===== config.mk =====
export PLATFORM = sky130hd
export DESIGN_NAME = egress_stream_arbiter
export DESIGN_NICKNAME = d
export VERILOG_FILES = /design/src/rtl/egress_stream_arbiter.sv
export SDC_FILE = /design/constraint.sdc
export NUM_CORES = 1
export LEC_CHECK = 0
export CORE_UTILIZATION = 40
export CTS_CLUSTER_SIZE = 12
export DETAILED_ROUTE_END_ITERATION = 8
export DONT_BUFFER_PORTS = 1
export GPL_ROUTABILITY_DRIVEN = 0
export GPL_TIMING_DRIVEN = 0
export SLEW_MARGIN = 0
export SYNTH_ARGS = -nofsm -noshare
export SYNTH_HDL_FRONTEND = slang
export SYNTH_SLANG_ARGS = --single-unit

===== constraint.sdc =====
create_clock -name clock -period 3.11 [get_ports clock]
set_input_delay 0.311 -clock clock [delete_from_list [all_inputs] [get_ports clock]]
set_output_delay 0.311 -clock clock [all_outputs]
set_load 0.05 [all_outputs]

===== src/rtl/egress_stream_arbiter.sv =====
// Per-packet round-robin arbiter merging processor egress packets with serialized cycle counts.
// Define TAG_HEADER_EN to prefix every output packet with a source tag byte.
module egress_stream_arbiter #(
    parameter int         CYCLE_WIDTH    = 32,
    parameter logic [7:0] PACKET_TAG     = 8'h50,
    parameter logic [7:0] CYCLES_TAG     = 8'h43,
    parameter bit         START_PRIORITY = 1'b0
) (
    input  logic                   clock,
    input  logic                   reset,
    input  logic [7:0]             packet_in_data,
    input  logic                   packet_in_valid,
    output logic                   packet_in_ready,
    input  logic                   packet_in_last,
    input  logic [CYCLE_WIDTH-1:0] cycles_data,
    input  logic                   cycles_valid,
    output logic                   cycles_ready,
    output logic [7:0]             packet_out_data,
    output logic                   packet_out_valid,
    input  logic                   packet_out_ready,
    output logic                   packet_out_last
);

    localparam int NUM_BYTES = CYCLE_WIDTH / 8;
    localparam int IDX_W     = (NUM_BYTES > 1) ? $clog2(NUM_BYTES) : 1;
    localparam logic [IDX_W-1:0] LAST_IDX = IDX_W'(NUM_BYTES - 1);

    typedef enum logic [1:0] {
        IDLE    = 2'd0,
        HEADER  = 2'd1,
        FORWARD = 2'd2,
        CYCLES  = 2'd3
    } state_t;

    state_t                 state;
    logic                   prio;  // 0: processor packets favoured, 1: cycle count favoured
    logic [CYCLE_WIDTH-1:0] cycles_shift;
    logic [IDX_W-1:0]       byte_idx;
    logic                   grant_packet;
    logic                   grant_cycles;

`ifdef TAG_HEADER_EN
    logic hdr_cycles;
`else
    logic [15:0] unused_tags;
    assign unused_tags = {PACKET_TAG, CYCLES_TAG};
`endif

    // A grant is only issued from IDLE and never while reset is held.
    always_comb begin
        grant_packet = 1'b0;
        grant_cycles = 1'b0;
        if (state == IDLE && !reset) begin
            if (packet_in_valid && (!cycles_valid || !prio))
                grant_packet = 1'b1;
            else if (cycles_valid)
                grant_cycles = 1'b1;
        end
    end

    assign cycles_ready = grant_cycles;

    always_ff @(posedge clock) begin
        if (reset) begin
            state    <= IDLE;
            prio     <= START_PRIORITY;
            byte_idx <= '0;
        end else begin
            case (state)
                IDLE: begin
                    if (grant_packet || grant_cycles) begin
                        prio     <= grant_packet;
                        byte_idx <= '0;
`ifdef TAG_HEADER_EN
                        hdr_cycles <= grant_cycles;
                        state      <= HEADER;
`else
                        state <= grant_packet ? FORWARD : CYCLES;
`endif
                    end
                end
`ifdef TAG_HEADER_EN
                HEADER: begin
                    if (packet_out_ready)
                        state <= hdr_cycles ? CYCLES : FORWARD;
                end
`endif
                FORWARD: begin
                    if (packet_in_valid && packet_out_ready && packet_in_last)
                        state <= IDLE;
                end
                CYCLES: begin
                    if (packet_out_ready) begin
                        if (byte_idx == LAST_IDX) begin
                            byte_idx <= '0;
                            state    <= IDLE;
                        end else begin
                            byte_idx <= byte_idx + 1'b1;
                        end
                    end
                end
                default: state <= IDLE;
            endcase
        end
    end

    // Count is captured on grant and shifted MSB-first; it only moves on an accepted byte.
    always_ff @(posedge clock) begin
        if (grant_cycles)
            cycles_shift <= cycles_data;
        else if (state == CYCLES && packet_out_ready)
            cycles_shift <= cycles_shift << 8;
    end

    always_comb begin
        packet_out_data  = '0;
        packet_out_valid = 1'b0;
        packet_out_last  = 1'b0;
        packet_in_ready  = 1'b0;
        case (state)
            FORWARD: begin
                packet_out_data  = packet_in_data;
                packet_out_valid = packet_in_valid;
                packet_out_last  = packet_in_last;
                packet_in_ready  = packet_out_ready;
            end
            CYCLES: begin
                packet_out_data  = cycles_shift[CYCLE_WIDTH-1 -: 8];
                packet_out_valid = 1'b1;
                packet_out_last  = (byte_idx == LAST_IDX);
            end
`ifdef TAG_HEADER_EN
            HEADER: begin
                packet_out_data  = hdr_cycles ? CYCLES_TAG : PACKET_TAG;
                packet_out_valid = 1'b1;
            end
`endif
            default: ;
        endcase
    end

endmodule


==> results of run 1 <==
[power groups by stage]
stage	Combinational (mW)	Sequential, mW	Clock [mW]
3_3_place_gp	0.148	0.589	0
5_1_grt	0.163	0.580	0.326
4_1_cts	0.152	0.579	0.309
6_report	0.150	0.578	0.299
3_5_place_dp	0.151	0.590	0
2_1_floorplan	0.135	0.587	0
[worst max-delay path, delay by kind of cell, from the launching register on]
kind          cells  cell delay [ns]
flops             1             0.32
simple gates      3             1.49
buf+inv           1             0.22
[stage by stage]
step | util, % | setup slack (ns) | total power [mW]
finish | 46.3 | 0.690 | 1.03
detailed placement | 44.3 | 0.155 | 0.741
CTS | 46.2 | 0.140 | 1.04
floorplan | - | 0.638 | 0.722
global route | 46.3 | 0.493 | 1.07
global placement | 44.3 | 0.224 | 0.737
[layer usage]
metal / wire length, um / up-vias
met5: 0 / -
met4: 59 / 0
met3: 324 / 6
met2: 1240 / 49
met1: 1160 / 432
li1: - / 463
[flip-flops by register name (all words and copies together) (netlist names)]
signal and count:
byte_idx 2, state 2, prio 1, cycles_shift 32
[synth_stat cells]
library cell  instances
or3_1                 1
a31oi_1               1
a31o_2                1
nand4b_1              1
a21boi_0              1
clkbuf_1              3
mux2_2               23
and2_1                8
nand3b_1              1
nand3_1               2
mux2_1                1
o311ai_0              2
o21a_1                1
edfxtp_1             32
ha_1                  1
a22oi_1               1
nand2b_1              2
or3b_1                1
o21ai_0               1
buf_2                 2
dfxtp_1               5
a21oi_1               3
nor2_1                3
buf_6                 2
nand4_1               1
and3b_1               1
nand2_1               1
nor3_4                1
nor2b_1               9
mux2i_1               8
[how the worst max path moves through the flow]
stage / start / end / slack, ns / cells after the start
6_report: state[0] / cycles_shift[26] / 0.69 / 4
5_1_grt: state[0] / cycles_shift[26] / 0.49 / 4
4_1_cts: state[0] / cycles_shift[22] / 0.14 / 4
3_5_place_dp: state[0] / cycles_shift[5] / 0.15 / 4
3_3_place_gp: state[0] / cycles_shift[6] / 0.22 / 4
2_1_floorplan: state[0] / cycles_shift[0] / 0.64 / 4
[logic make-up after synthesis]
logic type / after synthesis / synth area share [%]
AO/OA/AOI/OAI: 11 / 4.29
flip-flops: 37 / 60.7
AND/OR/NAND/NOR: 32 / 11.8
adder cells (fa/ha/maj): 1 / 0.715
buffers and inverters: 7 / 2.50
multiplexers: 32 / 20.0
[cell type report]
class | count | area share (%)
plain buffers | 7 | 2.32
flip-flops and latches | 37 | 56.1
well taps | 50 | 3.31
clock inverters | 1 | 0.199
multi-input cells | 76 | 34.2
clock buffers | 6 | 3.84
==> results.cfg, run 1 <==
[layout]
insertedDiodeCount = 0
regArea_um2 = 1060
area_growth_pct = 8.08
fin_area_um2 = 1890
fillers = 384
finalNonFillerCells = 177
layout_commonest_cell = edfxtp_1
final_layout_size_suffix_gt1_share_pct = 27.6
final_cell_mix = 32 x edfxtp_1, 23 x mux2_2, 9 x nor2b_1, 8 x mux2i_1, 8 x and2_1
multiInputGateArea_um2 = 647
layout.nets = 174

[sta]
max_freq_mhz = 413
finalSetupViolations = 0
rsz0062_at_grt = no
finalHoldViolCount = 0
tns_ns = 0
fin_crit_sh_pct = 77.8
worst_pin_slew_ns = 1.00
finClkSkew_ns = 0.00445
period_needed_ns = 2.42
maxSlewHeadroom_pct = 33.0
drv_slew = 0
timing.hold.ws_ns = 0.0972

[clocking]
cts-buffers-inserted = 5
cts_tree = done
cts.clk_slew.worst_paths_ns = 0.07
cts.sinks = 37
htreeDepth = 2
cts.repair.resized = 0
postCtsSetupRepairBufs = 0
postCtsHoldBufs = 0
clk_path_buf_depth = 2
insertion_delay_ns = 0.28
cts_root_buf = clkbuf_8

[yosys]
synth_top_cell_area_share_pct = 54.9
yosysWarningCount = 0
yosysUniqueCellTypes = 30
avgSynthCellArea_um2 = 14.6
synthTopCellsByArea = edfxtp_1 55%, mux2_2 15%, dfxtp_1 5.7%, mux2i_1 4.6%, nor2b_1 3.2%
ys_seq_area_share_pct = 60.7
synthesis.area_um2 = 1750
syn_nets = 167
ys_ff_latch = 37
yosysTopAreaCell = edfxtp_1
netlist_instances = 120

[power]
leakage_nw = 0.613
sequentialPowerShare_pct = 56.3
power_density_nw_per_um2 = 543
p_switching_uw = 255
clock_power_share_pct = 29.1
internal_power_uw = 773
swShare_pct = 24.8
ir_drop_mv = 0.243
combPwrFrac_pct = 14.6

[critical_path]
critical_path_class = register to register
r2r_slack_ns = 0.69
r2r_start = state[0]
crit_arrival_ns = 2.33
reg2reg_to = cycles_shift[26]
reg2reg_depth = 4
critical_path.max_stage_delay_ns = 0.63
crit_fanout = 32
cp_cell_sequence = or3b_1 > nor3_4 > buf_6 > nand2b_2
crit_path_start_kind = register
slowest_stage = nand2b_2
required_ns = 3.02
crit_path_end_kind = register

[detailed_routing]
drt-vias-per-instance = 5.37
drtIter0Drc = 55
avgRoutedWirePerCell_um = 15.7
vias = 950
postRouteAntennaNets = 0
drc = 0
first_pass_iters = 4
drt_wl_total_um = 2780

[global_route]
grt_max_degree = 33
grt_pass1_wl_um = 3860
grt.busiest_layer = met2
gr-usage-met3_pct = 7.33
use_met2_pct = 17.5
grt_pass1_vias = 847
antenna_found_initial = 0
grt_use_met1_pct = 13.5
grt_overflow = 0
grt_usage_pct = 12.1

[place]
io_buffers = 0
placed_cells = 170
placed_cell_area_um2 = 1810
hpwl_um = 2020

[floorplan]
die_w_um = 68.1
fp.dieH_um = 68.1
io_pins = 58
initial_core_util_pct = 42.8
die_area_um2 = 4640
rows = 23
core_um2 = 4090

[min_path]
hold_path.class = primary input to register
hold_depth = 1
hold-path-endpoint = prio
min-delay-start = reset

[outcome]
status = finished clean

[run]
cap_violations = 0
Note: power is estimated with default switching activity, not from simulation.
==> run 2, diff against run 1 <==
Clock period 3.11 ns to 2.5 ns, I/O delays scaled along.
==> results.cfg, run 2 (same netlist as run 1, synthesis figures left out) <==
[outcome]
status = finished clean

[detailed_routing]
drtIter0Drc = 51
avgRoutedWirePerCell_um = 15.7
drt-vias-per-instance = 5.37
drt_wl_total_um = 2790
first_pass_iters = 4
vias = 951
drc = 0
postRouteAntennaNets = 0

[layout]
finalNonFillerCells = 177
layout.nets = 174
reg.largest.list = cycles_shift: 32 flops, byte_idx: 2 flops, state: 2 flops
final_cell_mix = 32 x edfxtp_1, 23 x mux2_2, 9 x nor2b_1, 8 x mux2i_1, 8 x and2_1
final_layout_size_suffix_gt1_share_pct = 27.6
insertedDiodeCount = 0
largest_register_ffs = 32
fillers = 383
fin_area_um2 = 1900
largest_register = cycles_shift
area_growth_pct = 8.37
layout_commonest_cell = edfxtp_1
utilization_pct = 46.4

[clocking]
htreeDepth = 2
cts.sinks = 37
cts-buffers-inserted = 5
cts_tree = done
clk_path_buf_depth = 2
insertion_delay_ns = 0.28
cts.clk_slew.worst_paths_ns = 0.07
cts_root_buf = clkbuf_8

[floorplan]
fp.dieH_um = 68.1
initial_core_util_pct = 42.8
die_area_um2 = 4640
core_um2 = 4090
die_w_um = 68.1
io_pins = 58
rows = 23

[critical_path]
crit_arrival_ns = 2.11
critical_path_class = register to output pin
crit_fanout = 10
crit_path_end_kind = output pin
required_ns = 2.25
crit_path_start_kind = register

[sta]
finClkSkew_ns = 0.00444
finalHoldViolCount = 0
drv_slew = 0
maxSlewHeadroom_pct = 33.0
worst_pin_slew_ns = 1.00
rsz0062_at_grt = no
fin_crit_sh_pct = 94.2
fin_ws_ns = 0.144
finalSetupViolations = 0
max_freq_mhz = 424
period_needed_ns = 2.36

[power]
leakage_nw = 0.615
ir_drop_mv = 0.303
power_density_nw_per_um2 = 674
fin_total_pwr_mw = 1.28

[run]
cap_violations = 0

[global_route]
antenna_found_initial = 0
grt_pass1_wl_um = 3860
grt_pass1_vias = 847
grt_usage_pct = 12.1
grt_max_degree = 33
grt_overflow = 0

[place]
placed_cell_area_um2 = 1810
io_buffers = 0
hpwl_um = 2020
placed_cells = 170
place_ws_ns = -0.455

[min_path]
hold_path.class = primary input to register
## run 2: cell count changes in the layout (fill, tap and decap cells not counted)
| cell | change |
|---|---|
| nand2b_2 | -1 |
| nand2b_4 | +1 |
## run 2: cell type report
cell class / count / area (um^2) / share of cell area (%)
plain buffers: 7 / 43.8 / 2.31
clock buffers: 6 / 72.6 / 3.83
flip-flops and latches: 37 / 1060 / 56.0
multi-input cells: 76 / 652 / 34.4
clock inverters: 1 / 3.75 / 0.198
well taps: 50 / 62.6 / 3.30
## run 2: path summary, 6_finish.rpt
check                          end  cells after the start   startpoint  slack, ns
hold / removal                prio                      1        reset       0.04
setup reg to reg  cycles_shift[26]                      4     state[0]       0.33
hold reg to reg        byte_idx[1]                      2  byte_idx[1]       0.51
setup / recovery   packet_out_last                      3     state[1]       0.14
## run 2: repair_timing
item,CTS,global route
hold buffers,0,0
buffers inserted,0,0
gates resized for setup,1,1
pin swaps,0,0
setup endpoints to repair,32,32
## run 2: critical path: stages (launching register included)
cell	delay (ns)
dfxtp_1	0.33
clkbuf_1	0.31
clkbuf_1	0.33
a21boi_1	0.86
## run 2: stage by stage
step                      TNS (ns)  hold slack (ns)
after floorplan                  0            0.319
after global placement      -12.32            0.321
after detailed placement    -14.53            0.322
after CTS                        0           0.0223
after global routing             0           0.0208
final                            0           0.0362
## run 2: power breakdown
| part | total [mW] | internal [mW] | switching [mW] |
|---|---|---|---|
| combinational | 0.188 | 0.0633 | 0.125 |
| clock | 0.371 | 0.188 | 0.184 |
| sequential | 0.719 | 0.710 | 0.00828 |
## run 2: layer usage
metal,vias up,wire length (um),global-route usage (%),part of all wire (%)
li1,463,-,-,-
met1,433,1160,13.5,42
met2,49,1240,17.5,45
met3,6,324,7.33,12
met4,0,59,7.29,2.1
met5,-,0,0,0
==> run 3, diff against run 2 <==
Settings changed: PLACE_DENSITY set to 0.53.
==> results.cfg, run 3 (same netlist as run 1, synthesis figures left out) <==
[outcome]
status = finished clean

[sta]
worst_pin_slew_ns = 1.01
fin_crit_sh_pct = 94.6
finalSetupViolations = 0
rsz0062_at_grt = no
drv_slew = 0
period_needed_ns = 2.37
maxSlewHeadroom_pct = 32.9
tns_ns = 0
timing.hold.ws_ns = 0.0283
finClkSkew_ns = 0.00532
finalHoldViolCount = 0
max_freq_mhz = 423

[critical_path]
crit_arrival_ns = 2.12
r2r_start = state[0]
crit_path_start_kind = register
crit_path_end_kind = output pin
critical_path_class = register to output pin
reg2reg_to = cycles_shift[3]
reg2reg_depth = 4
required_ns = 2.25
r2r_slack_ns = 0.33
crit_fanout = 10
startpoint = state[1]
crit_end = packet_out_last

[clocking]
cts.sinks = 37
htreeDepth = 2
postCtsSetupRepairBufs = 0
cts-buffers-inserted = 5
postCtsHoldBufs = 0
insertion_delay_ns = 0.28
cts_tree = done
cts.clk_slew.worst_paths_ns = 0.07
clk_path_buf_depth = 2
cts_root_buf = clkbuf_8

[detailed_routing]
drc = 0
first_pass_iters = 4
drt_wl_total_um = 2860
avgRoutedWirePerCell_um = 16.1
drt-vias-per-instance = 5.51
drtIter0Drc = 50
postRouteAntennaNets = 0
vias = 980

[run]
cap_violations = 0

[floorplan]
core_um2 = 4090
initial_core_util_pct = 42.8
rows = 23
fp.dieH_um = 68.1
die_area_um2 = 4640
die_w_um = 68.1
io_pins = 58

[layout]
layout_commonest_cell = edfxtp_1
final_cell_mix = 32 x edfxtp_1, 23 x mux2_2, 9 x nor2b_1, 8 x mux2i_1, 8 x and2_1
fin_area_um2 = 1910
largest_register_ffs = 32
final_layout_size_suffix_gt1_share_pct = 28.1
largest_register = cycles_shift
fillers = 375
reg.largest.list = cycles_shift: 32 flops, byte_idx: 2 flops, state: 2 flops
layout.nets = 174
insertedDiodeCount = 0
area_growth_pct = 9.16
utilization_pct = 46.7

[global_route]
grt_pass1_wl_um = 4120
grt_max_degree = 33
grt_usage_pct = 12.7
grt_pass1_vias = 889
antenna_found_initial = 0
grt_overflow = 0

[place]
hpwl_um = 2040
io_buffers = 0
placed_cell_area_um2 = 1810

[power]
fin_total_pwr_mw = 1.32
leakage_nw = 0.622
power_density_nw_per_um2 = 693
ir_drop_mv = 0.442

[min_path]
hold_path.class = primary input to register
[run 3: changes by cell type in the layout (fill, tap and decap cells not counted)]
cell / before / now
clkbuf_1: 4 / 5
clkbuf_8: 5 / 6
clkinv_1: 1 / 0
[run 3: final cells by class]
cell class	instances	area, um^2	area share, %
flip-flops and latches	37	1060	55.6
plain buffers	7	43.8	2.29
clock buffers	8	90.1	4.72
well taps	50	62.6	3.28
multi-input cells	76	652	34.1
[run 3: metrics by stage]
| stage | std cells | setup slack (ns) |
|---|---|---|
| after detailed placement | 170 | -0.494 |
| final | 178 | 0.135 |
| after CTS | 178 | 0.0177 |
| after global placement | 170 | -0.455 |
| after floorplan | 120 | 0.0280 |
| after global routing | 178 | 0.0165 |
[run 3: worst min-delay path by stage]
stage | cells past startpoint | start | slack [ns] | endpoint
global placement | 1 | reset | 0.32 | byte_idx[0]
floorplan | 1 | reset | 0.32 | byte_idx[0]
global route | 1 | reset | 0.01 | byte_idx[0]
CTS | 1 | reset | 0.02 | byte_idx[0]
finish | 1 | reset | 0.03 | byte_idx[1]
detailed placement | 1 | reset | 0.32 | byte_idx[0]
[run 3: worst max-delay path, cell delays in order, from the launching register on]
cell      delay [ns]
dfxtp_1         0.32
clkbuf_1        0.34
clkbuf_1        0.31
a21boi_1        0.86
[run 3: what timing repair did]
action | CTS | global route
gates resized for setup | 1 | 1
setup endpoints to repair | 32 | 32
gates cloned | 0 | 0
[run 3: layer usage]
metal	global-route usage, %	vias to the layer above	wire length, um
li1	-	463	-
met1	14.7	468	1190
met2	20.3	43	1360
met3	5.17	6	261
met4	6.25	0	48
met5	0	-	0
[run 3: power by group]
part	leakage, nW	switching (mW)	total, mW	internal [mW]
registers	0.333	0.00801	0.718	0.710
clock network	0.0455	0.190	0.415	0.225
logic	0.243	0.126	0.189	0.0633
